--- src/rtl/int_bit_scan_64.sv ---
// Streams the index of each set (mode=0) or clear (mode=1) bit of a word, LSB first.
// Optional BIT_SCAN_POPCNT_EN adds out_popcnt, the qualifying-bit count latched at acceptance.
module int_bit_scan_64 #(
  parameter int WIDTH = 64,
  parameter int IDX_W = 6
) (
  input  logic             clk,
  input  logic             rst_n,
  input  logic             in_valid,
  output logic             in_ready,
  input  logic [WIDTH-1:0] opa_bit_scan,
  input  logic             mode,
  input  logic             flush,
  output logic             out_valid,
  input  logic             out_ready,
  output logic [IDX_W-1:0] out_index,
  output logic             out_last,
  output logic             out_empty,
  output logic             busy
`ifdef BIT_SCAN_POPCNT_EN
  ,
  output logic [IDX_W:0]   out_popcnt
`endif
);

  typedef enum logic [1:0] {
    IDLE  = 2'd0,
    SCAN  = 2'd1,
    EMPTY = 2'd2
  } state_t;

  state_t           state, state_next;
  logic [WIDTH-1:0] residue, residue_next;
  logic [WIDTH-1:0] load_word;
  logic [WIDTH-1:0] lowest;
  logic [IDX_W-1:0] low_idx;
  logic             one_left;

  assign load_word = mode ? ~opa_bit_scan : opa_bit_scan;

  // Two's-complement trick isolates the lowest set bit; one_left detects a single set bit.
  assign lowest   = residue & (~residue + WIDTH'(1));
  assign one_left = (residue != '0) && ((residue & (residue - WIDTH'(1))) == '0);

  always_comb begin
    low_idx = '0;
    for (int unsigned i = 0; i < WIDTH; i++) begin
      if (lowest[i]) low_idx = low_idx | IDX_W'(i);
    end
  end

  always_comb begin
    in_ready  = 1'b0;
    out_valid = 1'b0;
    out_index = '0;
    out_last  = 1'b0;
    out_empty = 1'b0;
    busy      = (state != IDLE);
    case (state)
      IDLE:  in_ready = 1'b1;
      SCAN: begin
        out_valid = 1'b1;
        out_index = low_idx;
        out_last  = one_left;
      end
      EMPTY: begin
        out_valid = 1'b1;
        out_last  = 1'b1;
        out_empty = 1'b1;
      end
      default: ;
    endcase
  end

  always_comb begin
    state_next   = state;
    residue_next = residue;
    if (flush) begin
      state_next   = IDLE;
      residue_next = '0;
    end else begin
      case (state)
        IDLE: begin
          if (in_valid) begin
            residue_next = load_word;
            state_next   = (load_word == '0) ? EMPTY : SCAN;
          end
        end
        SCAN: begin
          if (out_ready) begin
            residue_next = residue & ~lowest;
            if (one_left) state_next = IDLE;
          end
        end
        EMPTY: begin
          if (out_ready) state_next = IDLE;
        end
        default: state_next = IDLE;
      endcase
    end
  end

  always_ff @(posedge clk or negedge rst_n) begin
    if (!rst_n) begin
      state   <= IDLE;
      residue <= '0;
    end else begin
      state   <= state_next;
      residue <= residue_next;
    end
  end

`ifdef BIT_SCAN_POPCNT_EN
  logic [IDX_W:0] load_cnt;

  always_comb begin
    load_cnt = '0;
    for (int unsigned i = 0; i < WIDTH; i++) begin
      load_cnt = load_cnt + (IDX_W+1)'(load_word[i]);
    end
  end

  always_ff @(posedge clk or negedge rst_n) begin
    if (!rst_n) begin
      out_popcnt <= '0;
    end else if (flush) begin
      out_popcnt <= '0;
    end else if (state == IDLE && in_valid) begin
      out_popcnt <= load_cnt;
    end
  end
`endif

endmodule
--- config.mk ---
export PLATFORM = sky130hd
export DESIGN_NAME = int_bit_scan_64
export DESIGN_NICKNAME = d
export VERILOG_FILES = /design/src/rtl/int_bit_scan_64.sv
export SDC_FILE = /design/constraint.sdc
export NUM_CORES = 1
export LEC_CHECK = 0
export ABC_CLOCK_PERIOD_IN_PS = 5700
export BUFFER_PORTS_ARGS = -buffer_cell sky130_fd_sc_hd__buf_4
export CAP_MARGIN = 0
export CORE_MARGIN = 5
export CORE_UTILIZATION = 55
export DETAILED_ROUTE_END_ITERATION = 6
export PLACE_DENSITY = 0.79
export SYNTH_ARGS = -nofsm -noshare
export SYNTH_HDL_FRONTEND = slang
export SYNTH_SLANG_ARGS = --single-unit
--- constraint.sdc ---
create_clock -name clk -period 5.7 [get_ports clk]
set_input_delay 1.71 -clock clk [delete_from_list [all_inputs] [get_ports clk]]
set_output_delay 1.71 -clock clk [all_outputs]
set_load 0.005 [all_outputs]
==> results of run 1 <==
## registers in the layout, summed over array words and instances, names as in the netlist
| register | cells |
|---|---|
| residue | 64 |
| state | 2 |
## synth_stat cells, drive strengths merged, types with 3 or more instances
| cell | n | area (sq um) |
|---|---|---|
| nor3 | 38 | 200 |
| and3 | 24 | 150 |
| clkbuf | 35 | 131 |
| a2111oi | 3 | 32.5 |
| ha | 3 | 37.5 |
| o21ai | 148 | 744 |
| o22ai | 10 | 62.6 |
| xnor2 | 62 | 543 |
| o2111ai | 3 | 26.3 |
| nand2b | 4 | 25.0 |
| a211o | 3 | 26.3 |
| or3 | 15 | 93.8 |
| inv | 30 | 113 |
| and4 | 5 | 43.8 |
| nand2 | 39 | 146 |
| nor2 | 99 | 372 |
| dfrtp | 66 | 1650 |
| a221o | 4 | 40.0 |
| buf | 12 | 65.1 |
| o31ai | 3 | 22.5 |
| a21oi | 33 | 165 |
| nor4 | 33 | 277 |
| nand3 | 29 | 145 |
| a22o | 5 | 43.8 |
| nor3b | 3 | 22.5 |
| a22oi | 6 | 45.0 |
| o211ai | 3 | 22.5 |
| and2 | 4 | 25.0 |
| nand4 | 22 | 144 |
| a31oi | 6 | 37.5 |
| nor2b | 5 | 31.3 |
| or4 | 22 | 180 |
| nand3b | 5 | 37.5 |
## routing by layer
metal  vias up  wire length, microns  GRT usage (%)  part of all wire, %
met1      3338                  9600           51.9                   38
met2       635                 10700           55.9                   42
met5         -                     0              0                    0
li1       3137                     -              -                    -
met3       112                  3860           13.5                   15
met4         0                  1130           14.4                  4.5
## stage by stage
| stage | total power [uW] | utilization [%] | instances | worst slack (ns) | hold WS (ns) |
|---|---|---|---|---|---|
| global route | 2640 | 64.8 | 1017 | 0.0291 | 0.588 |
| detailed placement | 2030 | 62.2 | 1001 | 0.512 | 0.556 |
| CTS | 2410 | 63.9 | 1017 | 0.0971 | 0.574 |
| floorplan | 1540 | - | 811 | 0.972 | 0.488 |
| finish | 2540 | 64.8 | 1017 | 0.160 | 0.561 |
| global placement | 2020 | 62.2 | 1001 | 0.498 | 0.510 |
## worst paths after layout
check                                               end  depth (start not counted)                     from
worst min register to register     state[0]$_DFFE_PN0P_                          1     state[0]$_DFFE_PN0P_
worst min-delay path               state[0]$_DFFE_PN0P_                          1     state[0]$_DFFE_PN0P_
max in group asynchronous       residue[23]$_DFFE_PN0P_                          1                    rst_n
worst max register to register     state[0]$_DFFE_PN0P_                          9  residue[51]$_DFFE_PN0P_
worst max-delay path                       out_index[4]                         10  residue[35]$_DFFE_PN0P_
min in group asynchronous       residue[45]$_DFFE_PN0P_                          1                    rst_n
## power by group through the flow
stage	sequential (uW)	clock, uW	combinational (uW)
2_1_floorplan	704	0	840
3_3_place_gp	799	0	1220
3_5_place_dp	808	0	1220
4_1_cts	800	390	1220
5_1_grt	843	412	1390
6_report	837	395	1310
## area by class of cell
class	count	area share [%]
well taps	140	2.51
clock buffers	12	2.23
flip-flops and latches	66	23.7
clock inverters	4	0.377
repair buffers	97	10.5
multi-input cells	668	59.1
inverters	30	1.62
## placed cells by master, fill, tap and decap left out, types with 18 or more instances in the layout
cell type  Yosys  routed
nand3_1       29      28
buf_4          1      97
xnor2_1       62      62
and3_1        24      24
or4_1         18      18
inv_1         30      30
o21ai_0      147     147
nand2_1       39      39
nor3_1        36      34
a21oi_1       33      32
dfrtp_1       66      66
nor4_1        26      20
nor2_1        99      98
nand4_1       21      21
## worst max-delay path: stages, from the launching register on
cell	delay, ns
dfrtp_1	0.47
or4_4	0.59
or4_4	0.57
or3_4	0.47
nor4_2	0.28
nand2_1	0.13
nand4_1	0.20
a2111oi_0	0.18
and3_1	0.23
a21oi_1	0.18
buf_4	0.15
## cells by family (layout without fill, tap and decap cells)
| logic type | after synthesis | after routing | synth area share, % |
|---|---|---|---|
| compound gates | 245 | 245 | 24.0 |
| xor+xnor | 64 | 64 | 9.40 |
| fa+ha+maj | 4 | 4 | 0.797 |
| buf+inv | 77 | 143 | 5.18 |
| flops | 66 | 66 | 27.7 |
| mux | 3 | 3 | 0.545 |
| simple gates | 352 | 352 | 32.4 |
==> results.ini, run 1 <==
[status]
outcome = finished, violations left
violations = design-rule violations

[synthesis]
yosys_warnings = 0
async_reset_ff_share_pct = 100
synthCells = 811
syn_nets = 884
synth-edff-count = 0
synth.avg_cell_area_sq_um = 7.36
netlist_area_sq_um = 5970
ys_ff_latch = 66
synthFlopType = dfrtp_1
ys_seq_area_share_pct = 27.7
ys_types = 65

[clocking]
cts_buffer_depth = 2
numCtsBuffers = 9
cts_root_buf = clkbuf_8
clkTransAtPathRegs_ns = 0.08
post_cts_resized = 0
clock_sinks = 66
cts_tree = built
hold_buffers = 0
cts_post_setup_buffers_inserted = 0
cts_max_level = 3
clk_latency_ns = 0.38

[power]
power.switching_uw = 1310
irDropWorstVdd_v = 0.000233
pwr-share-seq_pct = 32.9
pwr-share-comb_pct = 51.6
p_sw_share_pct = 51.4
power_density_nw_per_um2 = 365
internal-power_uw = 1240
clkPwrFrac_pct = 15.5
p_leak_uw = 0.00283

[route]
finalWirelength_microns = 25300
vias = 7222
drcViolationCount = 2
via_per_inst = 7.10
ant_nets = 0
drt_iter0_drc = 1470
dr.pass1.iters = 7
wl_per_cell_microns = 24.9

[worst_setup_path]
rrSetupSlack_ns = 1.94
crit_type = flip-flop to output port
worstPathMaxFanout = 8
end_kind = output port
critPathLaunchType = flip-flop
worstPathRequired_ns = 3.99
arrival_ns = 3.83

[job]
maxCapViolCount = 0

[sta]
tightest_slew_ns = 1.30
period_share_pct = 97.2
period_needed_ns = 5.54
fin_setup_tns_ns = 0
finClkSkew_ns = 0.0149
rsz0062_at_grt = no
fmax_ghz = 0.181
maxSlewViolCount = 0
hold_viol_final = 0
slew_headroom_pct = 13.6
setup_viol = 0

[place]
portBuffers = 80
gp_congestion = 1.08
place_area_sq_um = 6690
dp_hpwl_microns = 19300

[die]
die_x_microns = 114
die_y_microns = 114
ios = 81
rows = 38
dieArea_sq_um = 13000
initial_core_util_pct = 55.5
core_area_sq_um = 10700

[finish]
syn2layout_area_growth_pct = 16.8
diodes = 0
multiInputGateArea_sq_um = 4120
nets = 945
filler_cell_count = 972
regArea_sq_um = 1650
final_layout_size_suffix_gt1_share_pct = 17.1
design_area_sq_um = 6970

[min_path]
min-delay-path-class = flip-flop to flip-flop

[global_routing]
grt_pass1_vias = 6565
grt_use_total_pct = 38.2
antenna_found_initial = 0
grt_pass1_wl_microns = 37700
grt_max_degree = 72
grt-ovfl-total = 0

No activity file was read; power rests on OpenSTA's default activity.
==> inputs of run 2 (changes only) <==
--- a/config.mk
+++ b/config.mk
@@ -12,6 +12,7 @@
 export CORE_UTILIZATION = 55
 export DETAILED_ROUTE_END_ITERATION = 6
 export PLACE_DENSITY = 0.79
+export RECOVER_POWER = 100
 export SYNTH_ARGS = -nofsm -noshare
 export SYNTH_HDL_FRONTEND = slang
 export SYNTH_SLANG_ARGS = --single-unit
==> run 2 against run 1 <==
Utilization fell by 0.19 points. Sequential share of layout area rose by 0.068 points. The run ends with max-capacitance violations, max-slew violations left. Maximum frequency fell by 1.6%. Count of clock-buffer cells in the layout did not move. Worst hold slack got worse by 0.00084 ns.
==> results.ini, run 2 (synthesis gave the netlist of run 1 again) <==
[status]
outcome = finished, violations left
violations = max-capacitance violations, max-slew violations

[finish]
largest_reg_flops = 64
nets = 945
design_area_sq_um = 6950
filler_cell_count = 976
diodes = 0
regMostFlops = residue
syn2layout_area_growth_pct = 16.4
top_regs = residue (64), state (2)
final_common_cell = o21ai_0
final_cell_mix = 147 x o21ai_0, 98 x nor2_1, 85 x buf_4
final_layout_size_suffix_gt1_share_pct = 16.6

[clocking]
clk_latency_ns = 0.38
cts_buffer_depth = 2
clock_sinks = 66
clkTransAtPathRegs_ns = 0.09
cts_root_buf = clkbuf_8
cts_max_level = 3
cts_tree = built
numCtsBuffers = 9
hold_buffers = 0

[die]
initial_core_util_pct = 55.5
core_area_sq_um = 10700
rows = 38
ios = 81
die_y_microns = 114
dieArea_sq_um = 13000
die_x_microns = 114

[sta]
tightest_slew_ns = 3.83
slew_headroom_pct = -155
rsz0062_at_grt = no
holdWs_ns = 0.560
hold_viol_final = 0
period_share_pct = 98.8
setup_viol = 0
fin_setup_tns_ns = 0
maxSlewViolCount = 206
fin_ws_ns = 0.0692
period_needed_ns = 5.63
fmax_ghz = 0.178
finClkSkew_ns = 0.0156

[power]
irDropWorstVdd_v = 0.000231
power_density_nw_per_um2 = 366
finalPower_uw = 2540
p_leak_uw = 0.00281

[route]
drt_iter0_drc = 1472
wl_per_cell_microns = 24.9
vias = 7263
dr.pass1.iters = 7
drcViolationCount = 0
ant_nets = 0
via_per_inst = 7.14
finalWirelength_microns = 25300

[worst_setup_path]
path_cells = or4_4 > or4_4 > or3_4 > nor4_2 > nand2_1 > nand4_1 > a2111oi_0 > and3_1 > a21oi_1 > clkbuf_4
cpPeakStageDelay_ns = 0.60
worstPathMaxFanout = 8
critPathBufInv = 1
slowest_stage = or4_4
cp_top_family = simple AND/OR/NAND/NOR gates
crit_type = flip-flop to output port
end_kind = output port
critPathLaunchType = flip-flop
arrival_ns = 3.92
crit_top_cell = or4_4
worstPathRequired_ns = 3.99

[global_routing]
grt_pass1_wl_microns = 37700
grt-ovfl-total = 0
grt_use_total_pct = 38.2
grt_pass1_vias = 6565
grt_max_degree = 72
antenna_found_initial = 0

[place]
gp_congestion = 1.08
dp_hpwl_microns = 19300
place_ws_ns = 0.512
place_area_sq_um = 6690
portBuffers = 80

[job]
maxCapViolCount = 3

[min_path]
min-delay-path-class = flip-flop to flip-flop

-- run 2: repair_timing --
item / CTS / global route
buffers inserted: 0 / 0
resized for setup: 0 / 16
endpoints found under the setup margin: 0 / 3
endpoints found under the hold margin: 0 / 0
-- run 2: per-layer routing --
metal	track usage, %	vias to the layer above	part of all wire, %
met4	14.4	0	4.4
met3	13.5	113	15
met1	51.9	3385	39
li1	-	3141	-
met2	55.9	624	42
met5	0	-	0
-- run 2: cell type report --
type	count	area (sq um)	area share (%)
multi-input combinational	668	4120	59.3
timing repair buffer	97	708	10.2
clock buffer	12	155	2.23
clock inverter	4	26.3	0.378
sequential	66	1650	23.8
inverter	30	113	1.62
tap	140	175	2.52
-- run 2: final timing paths --
check                                             start                      end  slack (ns)  cells after the start
worst min-delay path               state[0]$_DFFE_PN0P_     state[0]$_DFFE_PN0P_        0.56                      1
worst min register to register     state[0]$_DFFE_PN0P_     state[0]$_DFFE_PN0P_        0.56                      1
min in group asynchronous                         rst_n  residue[45]$_DFFE_PN0P_        2.66                      1
worst max-delay path            residue[35]$_DFFE_PN0P_             out_index[4]        0.07                     10
worst max register to register     state[1]$_DFFE_PN0P_  residue[46]$_DFFE_PN0P_        1.42                      7
max in group asynchronous                         rst_n  residue[23]$_DFFE_PN0P_        0.90                      1
-- run 2: where the power goes --
group          switching (uW)  internal, uW  leakage [uW]
combinational             841           471       0.00185
sequential                256           581      0.000871
clock                     211           181     0.0000924
total                    1310          1230       0.00281
-- run 2: through the flow --
stage | instances | util [%]
detailed placement | 1001 | 62.2
floorplan | 811 | -
CTS | 1017 | 63.9
global route | 1017 | 64.6
finish | 1017 | 64.6
global placement | 1001 | 62.2
